`src/rtl/sigmoid_req_scheduler.sv`:
```
// rtl/sigmoid_req_scheduler.sv - round-robin sharing of one sigmoid_taylor core with sign folding
module sigmoid_req_scheduler #(
    parameter int          N_REQ    = 2,
    parameter int          W        = 12,
    parameter int          CORE_LAT = 2,
    parameter int unsigned SAT_MAG  = 32'h800
) (
    input  logic               clk,
    input  logic               reset_n,
    input  logic [N_REQ-1:0]   req_valid,
    input  logic [N_REQ*W-1:0] req_x,
    output logic [N_REQ-1:0]   req_ready,
    output logic [N_REQ-1:0]   resp_valid,
    output logic [W-1:0]       resp_f,
    input  logic [N_REQ-1:0]   resp_ready,
    output logic [W-1:0]       core_x,
    input  logic [W-1:0]       core_f,
    output logic               busy
);

    localparam int IW = (N_REQ > 1) ? $clog2(N_REQ) : 1;
    localparam int CW = (CORE_LAT > 1) ? $clog2(CORE_LAT) : 1;
    localparam logic [W-1:0] ONE = W'(1024);

    typedef enum logic [1:0] {S_IDLE, S_WAIT, S_RESP} state_t;

    state_t          r_state;
    state_t          w_state_nxt;
    logic [IW-1:0]   r_rr_ptr;
    logic [IW-1:0]   r_id;
    logic            r_sign;
    logic [CW-1:0]   r_cnt;
    logic [W-1:0]    r_core_x;
    logic [W-1:0]    r_resp_f;

    logic            w_gnt_found;
    logic [IW-1:0]   w_gnt_idx;
    logic [IW-1:0]   w_scan_idx;
    logic [W-1:0]    w_sel_x;
    logic [W-1:0]    w_mag;
    logic            w_sat;
    logic            w_accept;
    logic [IW-1:0]   w_rr_nxt;
    logic [W-1:0]    w_core_clamp;
    logic [W-1:0]    w_core_fold;

    // First asserted requester at or after the round-robin pointer, searching cyclically.
    always_comb begin
        w_gnt_found = 1'b0;
        w_gnt_idx   = '0;
        w_scan_idx  = '0;
        for (int k = 0; k < N_REQ; k++) begin
            w_scan_idx = IW'((int'(r_rr_ptr) + k) % N_REQ);
            if (!w_gnt_found && req_valid[w_scan_idx]) begin
                w_gnt_found = 1'b1;
                w_gnt_idx   = w_scan_idx;
            end
        end
    end

    always_comb begin
        w_sel_x = '0;
        for (int k = 0; k < N_REQ; k++) begin
            if (w_gnt_idx == IW'(k)) begin
                w_sel_x = req_x[k*W +: W];
            end
        end
    end

    // Two's-complement negate in W bits; the most negative input folds onto itself and saturates.
    assign w_mag        = w_sel_x[W-1] ? (~w_sel_x + 1'b1) : w_sel_x;
    assign w_sat        = 32'(w_mag) >= SAT_MAG;
    assign w_accept     = (r_state == S_IDLE) && w_gnt_found;
    assign w_rr_nxt     = (w_gnt_idx == IW'(N_REQ - 1)) ? '0 : w_gnt_idx + 1'b1;
    assign w_core_clamp = (core_f > ONE) ? ONE : core_f;
    assign w_core_fold  = r_sign ? (ONE - w_core_clamp) : w_core_clamp;

    always_ff @(posedge clk or negedge reset_n) begin
        if (!reset_n) begin
            r_state <= S_IDLE;
        end else begin
            r_state <= w_state_nxt;
        end
    end

    always_comb begin
        w_state_nxt = r_state;
        req_ready   = '0;
        resp_valid  = '0;
        busy        = 1'b0;
        case (r_state)
            S_IDLE: begin
                // Gated by reset_n so the grant is silent while reset is held.
                if (w_gnt_found && reset_n) begin
                    req_ready = N_REQ'(1) << w_gnt_idx;
                end
                if (w_accept) begin
                    w_state_nxt = w_sat ? S_RESP : S_WAIT;
                end
            end
            S_WAIT: begin
                busy = 1'b1;
                if (r_cnt == '0) begin
                    w_state_nxt = S_RESP;
                end
            end
            S_RESP: begin
                busy       = 1'b1;
                resp_valid = N_REQ'(1) << r_id;
                if (resp_ready[r_id]) begin
                    w_state_nxt = S_IDLE;
                end
            end
            default: begin
                w_state_nxt = S_IDLE;
            end
        endcase
    end

    always_ff @(posedge clk or negedge reset_n) begin
        if (!reset_n) begin
            r_rr_ptr <= '0;
            r_id     <= '0;
            r_sign   <= 1'b0;
            r_cnt    <= '0;
            r_core_x <= '0;
            r_resp_f <= '0;
        end else begin
            if (w_accept) begin
                r_sign   <= w_sel_x[W-1];
                r_id     <= w_gnt_idx;
                r_rr_ptr <= w_rr_nxt;
                if (w_sat) begin
                    r_resp_f <= w_sel_x[W-1] ? '0 : ONE;
                end else begin
                    r_core_x <= w_mag;
                    r_cnt    <= CW'(CORE_LAT - 1);
                end
            end else if (r_state == S_WAIT) begin
                if (r_cnt == '0) begin
                    r_resp_f <= w_core_fold;
                end else begin
                    r_cnt <= r_cnt - 1'b1;
                end
            end
        end
    end

    assign core_x = r_core_x;
    assign resp_f = r_resp_f;

endmodule

```
`config.mk`:
```
export PLATFORM = sky130hd
export DESIGN_NAME = sigmoid_req_scheduler
export DESIGN_NICKNAME = d
export VERILOG_FILES = /design/src/rtl/sigmoid_req_scheduler.sv
export SDC_FILE = /design/constraint.sdc
export NUM_CORES = 1
export LEC_CHECK = 0
export BUFFER_PORTS_ARGS = -buffer_cell sky130_fd_sc_hd__buf_2
export CAP_MARGIN = 20
export CELL_PAD_IN_SITES_DETAIL_PLACEMENT = 1
export CELL_PAD_IN_SITES_GLOBAL_PLACEMENT = 1
export CORE_MARGIN = 2
export CORE_UTILIZATION = 29
export DETAILED_ROUTE_END_ITERATION = 10
export PLACE_DENSITY = 0.62
export SYNTH_ARGS = -nofsm -noshare
export SYNTH_HDL_FRONTEND = slang
export SYNTH_SLANG_ARGS = --single-unit
```
`constraint.sdc`:
```
create_clock -name clk -period 3.2 [get_ports clk]
set_clock_uncertainty 0.15 [all_clocks]
set_input_delay 0.16 -clock clk [delete_from_list [all_inputs] [get_ports clk]]
set_output_delay 0.16 -clock clk [all_outputs]
set_load 0.02 [all_outputs]
```
==> flow_metrics.py <==
metrics = {
    "status": {
        "status": "completed",
    },
    "synth": {
        "synth_cells": 215,
        "synth-edff-count": 0,
        "synth_nets": 262,
        "ys_ff_latch": 30,
        "yosysTopAreaCell": "dfrtp_1",
        "ys_seq_area_share_pct": 38.83,
        "synthTopCellsByArea": "dfrtp_1, mux2i_1, o21ai_0",
        "synth_cell_type_count": 44,
        "yosysMostFrequentCell": "dfrtp_1",
        "async_flop_share_pct": 100.0,
        "yosys_warnings": 0,
        "synth.top_cells.by_count": "dfrtp_1, nand2_1, o21ai_0",
        "avgSynthCellArea_um2": 8.991,
        "synth_top_area_share_pct": 38.83,
        "synthFlopType": "dfrtp_1",
        "syn_area_um2": 1933,
    },
    "global_routing": {
        "grt_pass1_vias": 1987,
        "grt_max_degree": 33,
        "grt.total_usage_pct": 16.89,
        "grt_pass1_wl_um": 9873,
        "antenna_found_initial": 0,
        "grt_overflow": 0,
    },
    "clocking": {
        "insertion_delay_ps": 280,
        "htree_levels": 2,
        "clkTransAtPathRegs_ps": 70,
        "clk_path_buf_depth": 2,
        "hold_buffers": 1,
        "cts-resized-gates": 0,
        "clock-sinks": 30,
        "cts_tree": "done",
        "ctsRootBufferMaster": "clkbuf_8",
        "cts_setup_buffers": 0,
        "cts_buffers": 5,
    },
    "sta": {
        "hold_viol": 0,
        "final.period_utilization_pct": 71.27,
        "slew_viol_final": 0,
        "setup_violations": 0,
        "setup-tns-final_ps": 0,
        "timing.fmax_mhz": 438.5,
        "worst_pin_slew_ps": 715.3,
        "finalCriticalPeriod_ps": 2281,
        "relSlewSlack_pct": 52.32,
        "rsz0062_at_grt": "false",
    },
    "routing": {
        "dr.pass1.iters": 4,
        "vias": 1916,
        "drt_iter0_drc": 83,
        "vias_per_cell": 5.151,
        "drt-total-wl_um": 5858,
        "drc": 0,
        "antenna_left": 0,
        "avgRoutedWirePerCell_um": 15.75,
    },
    "worst_hold_path": {
        "whs_path_depth": 2,
        "worst_hold_path.endpoint": "resp_f[0]",
        "hp-class": "in -> reg",
        "hp-start": "core_f[0]",
    },
    "critical_path": {
        "r2r-start": "r_rr_ptr",
        "r2r_end": "resp_f[1]",
        "crit_arrival_ps": 2300,
        "ff2ff_path_depth": 8,
        "cp.required_ps": 3220,
        "crit_start": "r_rr_ptr",
        "crit_fanout": 12,
        "critPathLaunchType": "flop",
        "crit_type": "reg -> reg",
        "r2r_slack_ps": 920,
        "end_kind": "flop",
    },
    "floorplan": {
        "dieHeight_um": 85.65,
        "die_x_um": 85.65,
        "core-area_um2": 6386,
        "pin_count": 71,
        "start_util_pct": 30.27,
        "die-area_um2": 7335,
        "rows": 29,
    },
    "power": {
        "power_density_nw_per_um2": 751.5,
        "power_mw": 1.879,
        "vdd.ir_drop.worst_v": 0.0002623,
        "p_leak_nw": 1.218,
    },
    "placed_design": {
        "dp_hpwl_um": 4665,
        "io_buffers": 70,
        "place_area_um2": 2395,
        "gp_routability_congestion": 0.8024,
    },
    "finish": {
        "finish.instance_area_um2": 2500,
        "drive_above_1_share_pct": 29.83,
        "fillerInstances": 778,
        "area_delta_synth_final_pct": 29.32,
        "nNetsFinal": 341,
        "diodes": 0,
    },
    "job": {
        "max_cap_violations": 0,
    },
}
==> critical path, cell delays in order (launching register included) <==
cell and delay (ps):
dfrtp_1 410, nor2b_1 260, nor2_1 120, buf_4 170, o32a_1 390, nor3_2 200
nor2_1 60, buf_4 180, a22o_1 240
==> layout by cell type, fill, tap and decap left out, types with 6 or more instances in the layout <==
cell type / Yosys / routed
buf_2: 3 / 70
dfrtp_1: 30 / 30
nand2_1: 25 / 25
o21ai_0: 24 / 24
nor2_1: 18 / 18
mux2i_1: 13 / 13
xor2_1: 8 / 8
xnor2_1: 8 / 8
a21oi_1: 8 / 8
clkbuf_8: 0 / 6
buf_4: 0 / 6
==> state kept, by name, indices dropped and copies added, names as in the netlist <==
signal / cells
core_x: 12
r_cnt: 1
r_id: 1
r_rr_ptr: 1
r_sign: 1
r_state: 2
resp_f: 12
==> where the power goes <==
group	total [mW]	switching, mW	internal (mW)
combinational	0.919	0.566	0.353
sequential	0.630	0.100	0.530
clock	0.329	0.156	0.173
total	1.88	0.822	1.06
==> kinds of logic after synthesis <==
kind of cell             share of synthesized area (%)
AO/OA/AOI/OAI                                    21.42
adder cells (fa/ha/maj)                          3.236
buffers and inverters                            2.718
XOR/XNOR                                         7.249
multiplexers                                     7.896
flip-flops                                       38.83
AND/OR/NAND/NOR                                  18.64
==> through the flow <==
step           utilization (%)  worst slack [ps]  std cells  hold slack (ps)
2_1_floorplan                -             816.7        215           -285.6
3_3_place_gp             37.50             978.5        363            119.4
3_5_place_dp             37.50             942.0        363            121.0
4_1_cts                  39.15             926.2        372            37.88
5_1_grt                  39.15             782.0        372            48.52
6_report                 39.15             919.4        372            39.36
==> routing by layer <==
| layer | share of wire (%) | wire (µm) | track usage (%) |
|---|---|---|---|
| met4 | 0.53 | 31 | 3.030 |
| met1 | 47 | 2759 | 22.73 |
| met5 | 0 | 0 | 0 |
| met2 | 47 | 2780 | 28.55 |
| met3 | 4.9 | 285 | 3.272 |
==> area by class of cell <==
cell class	instances	area [µm²]	share of cell area, %
multi-input combinational	174	1130	45.20
sequential	30	750.7	30.03
timing repair buffer	77	405.4	16.22
tap	77	96.34	3.854
clock buffer	6	82.58	3.303
inverter	6	22.52	0.9009
clock inverter	2	12.51	0.5005
==> worst max path at each step <==
stage	slack (ps)	endpoint
finish	920	resp_f[1]
detailed placement	940	resp_f[10]
global route	780	core_x[0]
global placement	980	resp_f[8]
CTS	930	resp_f[10]
floorplan	820	core_x[6]
Power figures use the tool's default switching activity.
